File: src/rtl/uart_chunk_pkg.sv
// uart_chunk_pkg: state encoding and framing constants shared by the chunk arbiter
package uart_chunk_pkg;
    typedef enum logic [2:0] {
        ST_WAIT_SYNC,
        ST_IDLE,
        ST_START,
        ST_SEND,
        ST_TAIL,
        ST_SETTLE
    } state_t;
    localparam logic [1:0] GUARD_LEN = 2'd2;
    localparam int HDR_BYTES = 2;
endpackage

File: src/rtl/rr_priority_pick.sv
// rr_priority_pick: combinational round-robin picker, first request strictly after the pointer wins
module rr_priority_pick #(
    parameter int N  = 2,
    parameter int PW = $clog2(N)
) (
    input  logic [N-1:0]  i_req,
    input  logic [PW-1:0] i_ptr,
    output logic [N-1:0]  o_grant,
    output logic          o_valid
);
    always_comb begin
        o_grant = '0;
        o_valid = 1'b0;
        for (int k = 1; k <= N; k++)
            for (int j = 0; j < N; j++)
                if (!o_valid && i_req[j] && j == (int'(i_ptr) + k) % N) begin
                    o_grant[j] = 1'b1;
                    o_valid    = 1'b1;
                end
    end
endmodule

File: src/rtl/uart_chunk_arbiter.sv
// uart_chunk_arbiter: round-robin scheduler sharing one typed chunker between several requesters
module uart_chunk_arbiter
    import uart_chunk_pkg::*;
#(
    parameter int NUM_REQ           = 2,
    parameter int BUFFER_BYTE_SIZE  = 3,
    parameter int BUFFER_INDEX_SIZE = 32
) (
    input  logic                                  i_clk,
    input  logic                                  i_rst_n,
    input  logic [NUM_REQ-1:0]                    i_req_chunk_ready,
    input  logic [NUM_REQ*BUFFER_BYTE_SIZE*8-1:0] i_req_chunk_bytes,
    input  logic [NUM_REQ*BUFFER_INDEX_SIZE-1:0]  i_req_chunk_byte_size,
    input  logic [NUM_REQ*8-1:0]                  i_req_chunk_type,
    output logic [NUM_REQ-1:0]                    o_req_ack,
    output logic [NUM_REQ-1:0]                    o_req_done,
    output logic                                  o_req_rejected,
    output logic                                  o_chunk_ready,
    output logic [BUFFER_INDEX_SIZE-1:0]          o_chunk_byte_size,
    output logic [BUFFER_BYTE_SIZE*8-1:0]         o_chunk_bytes,
    output logic [7:0]                            o_chunk_type,
    input  logic                                  i_chunker_tx_ready,
    input  logic                                  i_is_tx_done,
    output logic                                  o_busy
);
    localparam int PTR_W = $clog2(NUM_REQ);
    localparam int BW    = BUFFER_BYTE_SIZE * 8;
    localparam int IW    = BUFFER_INDEX_SIZE;

    state_t             r_state;
    logic [PTR_W-1:0]   r_ptr;
    logic [IW-1:0]      r_count;
    logic [1:0]         r_guard;
    logic [NUM_REQ-1:0] r_ack;
    logic [NUM_REQ-1:0] r_done;
    logic               r_rejected;
    logic               r_chunk_ready;
    logic               r_busy;
    logic [IW-1:0]      r_size;
    logic [BW-1:0]      r_bytes;
    logic [7:0]         r_type;

    logic [NUM_REQ-1:0] w_grant;
    logic               w_valid;
    logic [PTR_W-1:0]   w_idx;
    logic [IW-1:0]      w_size;
    logic [BW-1:0]      w_bytes;
    logic [7:0]         w_type;
    logic               w_illegal;
    logic [IW-1:0]      w_expected;
    logic [IW-1:0]      w_count_inc;

    rr_priority_pick #(.N(NUM_REQ)) u_pick (
        .i_req   (i_req_chunk_ready),
        .i_ptr   (r_ptr),
        .o_grant (w_grant),
        .o_valid (w_valid)
    );

    always_comb begin
        w_idx   = '0;
        w_size  = '0;
        w_bytes = '0;
        w_type  = '0;
        for (int i = 0; i < NUM_REQ; i++)
            if (w_grant[i]) begin
                w_idx   = PTR_W'(i);
                w_size  = i_req_chunk_byte_size[i*IW +: IW];
                w_bytes = i_req_chunk_bytes[i*BW +: BW];
                w_type  = i_req_chunk_type[i*8 +: 8];
            end
    end

    assign w_illegal = (w_size == '0) || (w_size > IW'(BUFFER_BYTE_SIZE)) || (w_type == 8'h00);

    // Every payload 0x00 is escaped by the chunker into two wire bytes
    always_comb begin
        w_expected = IW'(HDR_BYTES) + r_size;
        for (int k = 0; k < BUFFER_BYTE_SIZE; k++)
            if (IW'(k) < r_size && r_bytes[k*8 +: 8] == 8'h00)
                w_expected = w_expected + 1'b1;
    end

    assign w_count_inc = r_count + 1'b1;

    always_ff @(posedge i_clk or negedge i_rst_n) begin
        if (!i_rst_n) begin
            r_state       <= ST_WAIT_SYNC;
            r_ptr         <= PTR_W'(NUM_REQ - 1);
            r_count       <= '0;
            r_guard       <= '0;
            r_ack         <= '0;
            r_done        <= '0;
            r_rejected    <= 1'b0;
            r_chunk_ready <= 1'b0;
            r_busy        <= 1'b0;
            r_size        <= '0;
            r_bytes       <= '0;
            r_type        <= '0;
        end else begin
            r_ack         <= '0;
            r_done        <= '0;
            r_rejected    <= 1'b0;
            r_chunk_ready <= 1'b0;
            case (r_state)
                ST_WAIT_SYNC: begin
                    r_busy <= !i_is_tx_done;
                    if (i_is_tx_done) r_state <= ST_IDLE;
                end
                ST_IDLE: if (w_valid) begin
                    r_ptr   <= w_idx;
                    r_ack   <= w_grant;
                    r_size  <= w_size;
                    r_bytes <= w_bytes;
                    r_type  <= w_type;
                    if (w_illegal) r_rejected <= 1'b1;
                    else begin
                        r_busy  <= 1'b1;
                        r_state <= ST_START;
                    end
                end
                ST_START: begin
                    r_chunk_ready <= 1'b1;
                    r_count       <= '0;
                    r_state       <= ST_SEND;
                end
                ST_SEND: if (i_chunker_tx_ready) begin
                    r_count <= w_count_inc;
                    if (w_count_inc == w_expected) begin
                        r_guard <= '0;
                        r_state <= ST_TAIL;
                    end
                end
                // Guard lets the UART drop is_tx_done for the last byte before we trust it
                ST_TAIL: if (r_guard != GUARD_LEN) r_guard <= r_guard + 1'b1;
                else if (i_is_tx_done) begin
                    r_done[r_ptr] <= 1'b1;
                    r_state       <= ST_SETTLE;
                end
                ST_SETTLE: begin
                    r_busy  <= 1'b0;
                    r_state <= ST_IDLE;
                end
                default: r_state <= ST_WAIT_SYNC;
            endcase
        end
    end

    assign o_req_ack         = r_ack;
    assign o_req_done        = r_done;
    assign o_req_rejected    = r_rejected;
    assign o_chunk_ready     = r_chunk_ready;
    assign o_chunk_byte_size = r_size;
    assign o_chunk_bytes     = r_bytes;
    assign o_chunk_type      = r_type;
    assign o_busy            = r_busy;
endmodule

File: config.mk
export PLATFORM = sky130hd
export DESIGN_NAME = uart_chunk_arbiter
export DESIGN_NICKNAME = d
export VERILOG_FILES = /design/src/rtl/uart_chunk_pkg.sv /design/src/rtl/rr_priority_pick.sv /design/src/rtl/uart_chunk_arbiter.sv
export SDC_FILE = /design/constraint.sdc
export NUM_CORES = 1
export LEC_CHECK = 0
export ABC_AREA = 1
export CAP_MARGIN = 5
export CORE_MARGIN = 2
export CORE_UTILIZATION = 49
export CTS_CLUSTER_DIAMETER = 80
export CTS_CLUSTER_SIZE = 12
export DETAILED_ROUTE_END_ITERATION = 10
export GPL_TIMING_DRIVEN = 1
export PLACE_DENSITY = 0.89
export SYNTH_ARGS = -nofsm -noshare
export SYNTH_HDL_FRONTEND = slang
export SYNTH_HIERARCHICAL = 1
export SYNTH_SLANG_ARGS = --single-unit
export TNS_END_PERCENT = 5
File: constraint.sdc
create_clock -name i_clk -period 4 [get_ports i_clk]
set_input_delay 0.8 -clock i_clk [delete_from_list [all_inputs] [get_ports i_clk]]
set_output_delay 0.8 -clock i_clk [all_outputs]
set_load 0.02 [all_outputs]
Word-level counts from Yosys, hierarchy flattened
Index checks and enable logic that the tools add are counted. Widths: inputs -> output; s select.

Word-level logic and storage cells: 123. Input port bits: 134. Register bits: 109. Output and inout port bits: 71.

Bitwise logic cells: 2. Reduce and logical (&&, ||, !) cells: 33. $add $sub $neg: 8. Magnitude comparators: 6. Multiplexer cells: 45. Equality and inequality tests: 17.

Operator list (count): $mux 32 (6); $add 32x1->32 const B (4); $logic_not 32->1 (3); $lt 1x32->1 const A (2); $pmux 32 s2 (1); $mux 24 (2); $add 2x32->32 const A (1); $eq 32x32->1 (1); $gt 32x2->1 const B (1); $logic_not 8->1 (4); $lt 2x32->1 const A (1); $mux 3 (7); $pmux 3 s6 (1); $mux 2 (8); $mux 8 (2); $ne 2x2->1 const B (8); $mux 1 (15); $logic_and 1x1->1 (11); $reduce_and 7->1 (1); $eq 3x2->1 const B (2); $eq 3x3->1 const B (2); $eq 2x2->1 const A (2); $logic_not 1->1 (4); $pmux 2 s2 (1); other kinds (16) (21).

Longest topological paths before layout
Gate-level depths: netlist of run 1.

Word-level depth: 24. Mapped depth: 40. Mapped depth without buffers: 40.

Cells and area by module
The synthesis of run 1 kept the hierarchy.

Modules (own cells, without submodules): uart_chunk_arbiter (sequential area each 2728.9 um2, instances 1, cells an instance 1762, area an instance 10953.0 um2); rr_priority_pick (sequential area each 0.0 um2, instances 1, cells an instance 6, area an instance 26.3 um2).

Worst setup path before layout of run 1
OpenSTA, ideal clock, no wires.

Path kind: register to register. Start: register r_size[1], in the netlist o_chunk_byte_size[1]. End: register r_state[0]. Stages on the path, launching flop included: 40. Buffers on the path: 0. Clock period less this slack: 4.070 ns. Required time: 3.883 ns. Setup time: 0.117 ns. Arrival: 3.953 ns. Path slack: -0.070 ns. Cell sequence: dfrtp_1 inv_2 ha_1 nand2_1 nor2_2 nand2_2 inv_2 nand2_4 nand2_4 nand2_2 nand2_1 inv_1 ha_1 or2_2 nand2_1 inv_1 ha_1 nand2_1 (+4 left out) nor2_1 nand2_1 nor2_1 nand2_1 nor2_1 nand2_1 nor2_1 nand2_1 nor2_1 nand2_1 nor2_1 nand3_1 nor2_2 nand3_2 nand2_4 nand2_2 nand2_1 nand2_1.

Word-level cells in the longest chain between the ends: 10. Elaborated cells between the ends (all ways): 16. Those cells by class: 4 x add/sub; 3 x order compare; 2 x eq/ne; 3 x mux; 4 x reduce/logical.

RTL lines: from (decl) (RTL line uart_chunk_arbiter.sv:39) `logic [IW-1:0] r_size;`; from (signal assigned) (RTL line uart_chunk_arbiter.sv:113) `r_size <= w_size;`; $add 2x32->32 or $lt 1x32->1 (tied branches) (RTL line uart_chunk_arbiter.sv:78, uart_chunk_arbiter.sv:80); $add 32x1->32 or $logic_and 1x1->1 (tied branches) (RTL line uart_chunk_arbiter.sv:81, uart_chunk_arbiter.sv:80); $mux 32 (RTL line uart_chunk_arbiter.sv:80) `if (IW'(k) < r_size && r_bytes[k*8 +: 8] == 8'h00)`; $add 32x1->32 (RTL line uart_chunk_arbiter.sv:81) `w_expected = w_expected + 1'b1;`; $mux 32 (RTL line uart_chunk_arbiter.sv:80); $add 32x1->32 (RTL line uart_chunk_arbiter.sv:81); $mux 32 (*) (RTL line uart_chunk_arbiter.sv:80); $eq 32x32->1 (*) (RTL line uart_chunk_arbiter.sv:129) `if (w_count_inc == w_expected) begin`; $ne 2x2->1 (no line) (*); $reduce_and 7->1 (no line) (*); to (signal assigned) (RTL line uart_chunk_arbiter.sv:88) `r_state <= ST_WAIT_SYNC;`; to (signal assigned) (RTL line uart_chunk_arbiter.sv:131) `r_state <= ST_TAIL;`; to (signal assigned) (RTL line uart_chunk_arbiter.sv:138) `r_state <= ST_SETTLE;`; to (decl) (RTL line uart_chunk_arbiter.sv:30) `state_t r_state;`.

Mark *: on every way between the ends. The rest lies on a longest branch, timed or not. A chain may end at the register's enable or synchronous reset.

Worst setup path in the final report of run 1
Start: register r_size[1], in the netlist o_chunk_byte_size[1]. End: register r_state[1].

Same word-level chain as after synthesis.

==> results of run 1 <==
routing by layer:
metal	share of wire [%]	routed length (µm)	global-route usage, %
met1	37	14400	33.8
met2	50	19500	55.3
met3	6.3	2460	4.26
met4	7.0	2750	16.3
met5	0	0	0
worst reg2reg max path: cells and delay by family (launching register included):
family	cells	cell delay (ns)
AND/OR/NAND/NOR	26	2.48
buffers and inverters	7	0.57
adder cells (fa/ha/maj)	3	0.52
flip-flops	1	0.44
XOR/XNOR	1	0.16
cells in the mapped netlist, drive strengths merged (9+ instances only):
library cell | n | area share [%]
nand2 | 620 | 23
nor2 | 243 | 11
inv | 229 | 7.8
nand3 | 171 | 8.9
dfrtp | 108 | 25
o21ai | 101 | 4.7
a22oi | 46 | 3.1
xor2 | 38 | 3.1
nand4 | 37 | 2.2
clkbuf | 30 | 1.0
o22ai | 24 | 1.4
nor3 | 21 | 1.0
a22o | 18 | 1.4
nor4 | 13 | 0.74
nand3b | 11 | 0.75
ha | 9 | 1.0
xnor2 | 9 | 0.79
power by group through the flow:
stage	logic (mW)	registers, mW	clock network (mW)
2_1_floorplan	2.80	2.04	0
3_3_place_gp	5.04	1.61	0
3_5_place_dp	5.21	1.64	0
4_1_cts	5.49	1.62	1.04
5_1_grt	6.63	1.66	1.08
6_report	6.17	1.63	1.04
state kept, by name, indices dropped and copies added, names as in the netlist:
name,count
r_state,3
r_count,32
o_req_ack,2
r_guard,2
r_ptr,1
o_req_done,2
o_chunk_byte_size,32
o_busy,1
o_req_rejected,1
o_chunk_ready,1
o_chunk_type,8
o_chunk_bytes,24
how the worst min path moves through the flow:
stage                                       to  slack [ns]  cells past startpoint
after global routing      o_chunk_byte_size[1]        0.53                      1
after CTS                      o_chunk_type[2]        0.49                      1
after floorplan                     r_guard[1]        0.45                      2
final                     o_chunk_byte_size[3]        0.48                      1
after global placement              r_guard[1]        0.46                      2
after detailed placement            r_guard[1]        0.48                      2
cell usage in the layout, fill, tap and decap left out, drive strengths merged, types with 8 or more instances in the layout:
cell type	n
xor2	38
o22ai	24
clkbuf	9
nor3	21
clkinv	8
nand3	171
buf	137
nor2	243
ha	9
xnor2	9
nor4	13
a22oi	46
inv	234
o21ai	101
nand4	37
clkdlybuf4s50	203
a22o	18
nand2	620
dfrtp	108
nand3b	11
cells by family after synthesis:
logic type | Yosys count
buf+inv | 273
simple gates | 1124
flops | 109
fa+ha+maj | 9
xor+xnor | 49
compound gates | 204
area by class of cell:
cell class	count	share of cell area, %
clock buffer	9	1.45
clock inverter	7	0.711
inverter	236	5.83
multi-input combinational	1386	51.8
sequential	109	17.6
tap	280	2.26
timing repair buffer	340	20.3
stage by stage:
stage / setup TNS, ns / area (µm²) / setup WS, ns / util (%)
2_1_floorplan: 0 / 11000 / 0.0302 / -
3_3_place_gp: -0.0556 / 14000 / -0.0179 / 64.0
3_5_place_dp: -0.885 / 14000 / -0.189 / 64.0
4_1_cts: 0 / 14800 / 0.00158 / 67.4
5_1_grt: -2.56 / 15500 / -0.522 / 70.8
6_report: -1.19 / 15500 / -0.243 / 70.8
what timing repair did:
item,CTS,global route
gates cloned,0,0
buffers inserted,17,21
endpoints found under the setup margin,5,5
pin swaps,49,92
gates resized for setup,76,163
hold buffers,0,0
==> metrics.md, run 1 <==
| Metric | Value |
|---|---|
| Number of warnings printed during yosys synthesis | `6` |
| Maximum fanout encountered on the critical timing path | `7` |
| Clock slew at reported path FFs | `roughly 0.1 ns` |
| Pint | `4.28 mW` |
| Final critical-path share of the clock period | `106%` |
| Share of cell area taken by muxes after synthesis | `0%` |
| Endpoint arrival time on the critical path | `approximately 4.5 ns` |
| Worst reg-to-reg setup slack | `-0.24 ns` |
| Global-route wire length before repair | `~59000 µm` |
| Initial detailed-routing violation count | `1202` |
| Starting density of the core | `50.2%` |
| Peak supply drop | `0.000309 V` |
| Multi-input combinational cell area | `8020 µm²` |
| Fraction of final layout cells sized beyond drive strength 1 | `a little under a quarter` |
| R2r startpoint | `o_chunk_byte_size[1]` |
| Critical Path Most Common Cell | `sky130_fd_sc_hd__nand2_4` |
| Kind of end point of the critical path | `register` |
| Drt wl/cell | `16.5 µm` |
| Fraction of synthesized cell area in xor and xnor cells | `4.30%` |
| Placed cells | `2313` |
| Power per cell area | `571 nW/µm²` |
| Start point of the critical path | `o_chunk_byte_size[1]` |
| Synthesized netlist net count | `1911` |
| Compound-Gate Fraction of Synth Area | `11.6%` |
| Area of the die | `23600 µm²` |
| Horizontal die dimension | `154 µm` |
| Vertical die dimension | `154 µm` |
| Net count of the finished layout | `2225` |
| GRT Util Overall | `~30%` |
| Fill cells | `1660` |
| Largest delay contributor family on the critical path | `simple AND/OR/NAND/NOR gates` |
| Antenna violation net count after detailed routing | `0` |
| Critical Path Source Type | `register` |
| GR Overflow Total | `0` |
| Worst reg2reg path depth | `37` |
| Setup violators final | `5` |
| Slowest stage cell, crit path | `sky130_fd_sc_hd__dfrtp_2` |
| Top_reg_cell synth | `sky130_fd_sc_hd__dfrtp_1` |
| Path type of the worst setup path | `reg -> reg` |
| Worst-margin pin slew | `0.933 ns` |
| Status | `complete, but fails checks` |
| Portion of total power attributed to sequential cells | `approximately 18%` |
| Worst setup skew after layout | `0.0135 ns` |
| Unrepaired setup endpoints after global routing | `true` |
| Final standard cell count with taps included and fillers excluded | `2367` |
| Per-cell via count in the routed design | `5.68` |
| Skew-Pair Late Insertion Delay | `~0.38 ns` |
| Switching share of power | `51.6%` |
| Core Box Area | `21900 µm²` |
| Adder and majority cell fraction of the synthesized area | `under 10%` |
| I/O pins | `205` |
| Routability Congestion | `0.969` |
| Area added between synthesis and finish | `41.1%` |
| Vias | `13400` |
| Drt total wl | `39200 µm` |
| Buffers & Inverters on Critical Path | `7` |
| Number of CTS-inserted buffers | `9` |
| Synthesized instance count | `roughly 1800` |
| Min-Delay Path Class | `in -> async` |
| Distinct cells, synth | `50` |
| Slew Limit Fails | `0` |
| Max-capacitance violation count | `0` |
| Final critical-path required period | `4.24 ns` |
| Final setup slack of the worst path | `-0.243 ns` |
| Drt drc | `0` |
| Placed wire-length estimate after detailed placement | `28400 µm` |
| Crit Reg-Reg Endpoint | `r_state[1]` |
| # diodes | `0` |
| Count of clock tree sinks | `approximately 110` |
| Worst setup path end | `r_state[1]` |
| Via count of the first global-routing pass | `~13000` |
| Fmax achieved | `236 MHz` |
| Post-synthesis register bit count | `109` |
| Post-route total power | `8.84 mW` |
| Failing checks | `setup timing` |
| Relative contribution of the clock network to total power | `11.8%` |
| Initial antenna violation count | `0` |
| Largest family of logic cells by synthesized area | `simple AND/OR/NAND/NOR gates` |
| Placement Rows | `54` |
| Fraction of registers with async set/reset | `100%` |
| Sequential cell area | `2730 µm²` |
| Post-Synthesis Cell Area | `11000 µm²` |
| Simple logic cell fraction of the synthesized area | `between 40% and 50%` |
| Largest stage delay on the critical path | `0.44 ns` |
| First drt pass iteration count | `8` |
| Worst slew margin relative to its limit | `37.6%` |
| Final hold slack | `between 0.4 and 0.5 ns` |
| Clock tree buffer depth | `2` |
| Pin count of the biggest net entering global routing | `69` |
| Count of flip-flops with a built-in enable after synthesis | `0` |
| Leakage power summed over all cells | `7.07 nW` |
| Share of synthesized area occupied by flip-flops and latches | `24.9%` |
| Buffer cell driving the clock tree root | `sky130_fd_sc_hd__clkbuf_16` |
| Number of H-tree levels | `3` |
| Gate power share | `69.8%` |
| Worst EP required | `roughly 4.3 ns` |
| Sw power | `4.56 mW` |
| Final hold viol count | `0` |
| Synthesized area per cell | `6.21 µm²` |
| Port buffer count | `204` |
| CTS tree | `yes` |
| Count of cell instances traversed by the critical path | `37` |
(Power assumes the default switching activity.)
==> inputs of run 2 (changes only) <==
--- a/config.mk
+++ b/config.mk
@@ -6,14 +6,17 @@
 export NUM_CORES = 1
 export LEC_CHECK = 0
 export ABC_AREA = 1
+export ABC_CLOCK_PERIOD_IN_PS = 4000
 export CAP_MARGIN = 5
 export CORE_MARGIN = 2
 export CORE_UTILIZATION = 49
 export CTS_CLUSTER_DIAMETER = 80
 export CTS_CLUSTER_SIZE = 12
 export DETAILED_ROUTE_END_ITERATION = 10
+export GPL_ROUTABILITY_DRIVEN = 0
 export GPL_TIMING_DRIVEN = 1
 export PLACE_DENSITY = 0.89
+export SKIP_CTS_REPAIR_TIMING = 1
 export SYNTH_ARGS = -nofsm -noshare
 export SYNTH_HDL_FRONTEND = slang
 export SYNTH_HIERARCHICAL = 1
==> run 2 against run 1 <==
  * The flow still finishes with violations (setup timing)
  * First-iteration DRC count increased by 8.7%
  * Flip-flop and latch count stayed put
  * Cell count shrank 1.1%
  * Combinational power shrank 9.1%
==> metrics.md, run 2 (synthesis results as in run 1) <==
| Metric | Value |
|---|---|
| Status | `complete, but fails checks` |
| Failing checks | `setup timing` |
| Final setup slack of the worst path | `-0.221 ns` |
| Fill cells | `1764` |
| Switching share of power | `50.9%` |
| Initial antenna violation count | `0` |
| Relative contribution of the clock network to total power | `approximately an eighth` |
| Power per cell area | `556 nW/µm²` |
| Maximum fanout encountered on the critical timing path | `7` |
| Fmax achieved | `approximately 240 MHz` |
| Largest stage delay on the critical path | `0.40 ns` |
| Pint | `4.04 mW` |
| Drt wl/cell | `15.4 µm` |
| Critical Path Source Type | `register` |
| Worst-margin pin slew | `0.923 ns` |
| Post-route total power | `roughly 8 mW` |
| Final hold viol count | `0` |
| Initial detailed-routing violation count | `1306` |
| CTS tree | `yes` |
| Final standard cell count with taps included and fillers excluded | `2340` |
| Drt drc | `0` |
| Worst slew margin relative to its limit | `38.3%` |
| Core Box Area | `21900 µm²` |
| GRT Util Overall | `28.9%` |
| Most frequent standard cell in the layout excluding fill and tap cells | `sky130_fd_sc_hd__nand2_1` |
| Area added between synthesis and finish | `34.6%` |
| Net count of the finished layout | `2198` |
| Buffer cell driving the clock tree root | `sky130_fd_sc_hd__clkbuf_16` |
| Min-Delay Path Class | `in -> async` |
| Routed met2 length | `17800 µm` |
| Most used cells in the layout excluding fill and tap cells | `sky130_fd_sc_hd__nand2_1 (525), sky130_fd_sc_hd__clkdlybuf4s50_1 (203), sky130_fd_sc_hd__inv_1 (198), sky130_fd_sc_hd__nand3_1 (148), sky130_fd_sc_hd__nor2_1 (145)` |
| Placed wire-length estimate after detailed placement | `27900 µm` |
| # diodes | `0` |
| Worst setup skew after layout | `0.0113 ns` |
| Per-cell via count in the routed design | `5.52` |
| Horizontal die dimension | `154 µm` |
| Area of the die | `23600 µm²` |
| Port buffer count | `~200` |
| Global-route wire length before repair | `between 50000 and 60000 µm` |
| Vertical die dimension | `about 150 µm` |
| Largest delay contributor family on the critical path | `simple AND/OR/NAND/NOR gates` |
| Antenna violation net count after detailed routing | `0` |
| Gate power share | `68.2%` |
| Detailed-route wire length on metal 1 | `13900 µm` |
| Skew-Pair Late Insertion Delay | `0.37 ns` |
| Slowest stage cell, crit path | `sky130_fd_sc_hd__dfrtp_1` |
| Number of H-tree levels | `3` |
| Number of CTS-inserted buffers | `9` |
| Setup tns final | `-1.05 ns` |
| Leakage power summed over all cells | `6.77 nW` |
| Via count of the first global-routing pass | `12100` |
| Slew Limit Fails | `0` |
| Vias | `12900` |
| Worst EP required | `4.26 ns` |
| Count of clock tree sinks | `109` |
| Starting density of the core | `50.2%` |
| Placed cells | `around 2300` |
| Endpoint arrival time on the critical path | `4.48 ns` |
| GR Overflow Total | `0` |
| Pin count of the biggest net entering global routing | `between 50 and 60` |
| Drt total wl | `36000 µm` |
| Setup violators final | `5` |
| Clock tree buffer depth | `2` |
| Unrepaired setup endpoints after global routing | `true` |
| Met3 Wirelength | `2000 µm` |
| Placement Rows | `54` |
| Path type of the worst setup path | `reg -> reg` |
| Fraction of final layout cells sized beyond drive strength 1 | `19.1%` |
| Top layer reached by signal wires | `met4` |
| I/O pins | `205` |
| Critical Path Most Common Cell | `sky130_fd_sc_hd__nand2_1` |
| Portion of total power attributed to sequential cells | `19.8%` |
| First drt pass iteration count | `5` |
| Peak supply drop | `0.000300 V` |
| Final critical-path required period | `about 4.2 ns` |
| Kind of end point of the critical path | `register` |
| Sw power | `around 4.2 mW` |
| Max-capacitance violation count | `0` |
| Clock slew at reported path FFs | `0.09 ns` |
| Final critical-path share of the clock period | `106%` |
| Buffers & Inverters on Critical Path | `3` |
| Setup slack after placement | `-0.215 ns` |
run 2: cell type report:
class,instances,area (µm²),area share (%)
repair buffers,313,2920,19.7
clock inverters,6,82.6,0.559
multi-input cells,1386,7570,51.2
flip-flops and latches,109,2730,18.5
clock buffers,10,229,1.55
well taps,280,350,2.37
inverters,236,896,6.06
run 2: power by group through the flow:
stage | Combinational, mW | Clock [mW] | Sequential (mW)
after CTS | 5.18 | 0.980 | 1.62
final | 5.61 | 0.984 | 1.63
after floorplan | 2.80 | 0 | 2.04
after global placement | 4.99 | 0 | 1.61
after global routing | 6.11 | 1.02 | 1.66
after detailed placement | 5.14 | 0 | 1.63
run 2: layer usage:
metal,vias to the layer above,global-route usage [%]
met1,5933,33.8
met5,-,0
li1,6281,-
met3,135,3.21
met2,574,51.9
met4,0,15.7
run 2: path summary, 6_finish.rpt:
kind | start | endpoint | slack, ns | cells after the start
max reg2reg | o_chunk_byte_size[21] | r_guard[1] | -0.22 | 34
max | o_chunk_byte_size[21] | r_guard[1] | -0.22 | 34
min reg2reg | o_busy | o_busy | 0.49 | 2
min | i_rst_n | o_chunk_byte_size[1] | 0.43 | 1
max in group asynchronous | i_rst_n | r_ptr | 2.68 | 2
min in group i_clk | o_busy | o_busy | 0.49 | 2
run 2: stage by stage:
step	cell area, µm²	util [%]	hold slack [ns]
floorplan	11000	-	0.445
global placement	13900	63.7	0.462
detailed placement	13900	63.7	0.469
CTS	14300	65.1	0.466
global route	14800	67.5	0.496
finish	14800	67.5	0.434
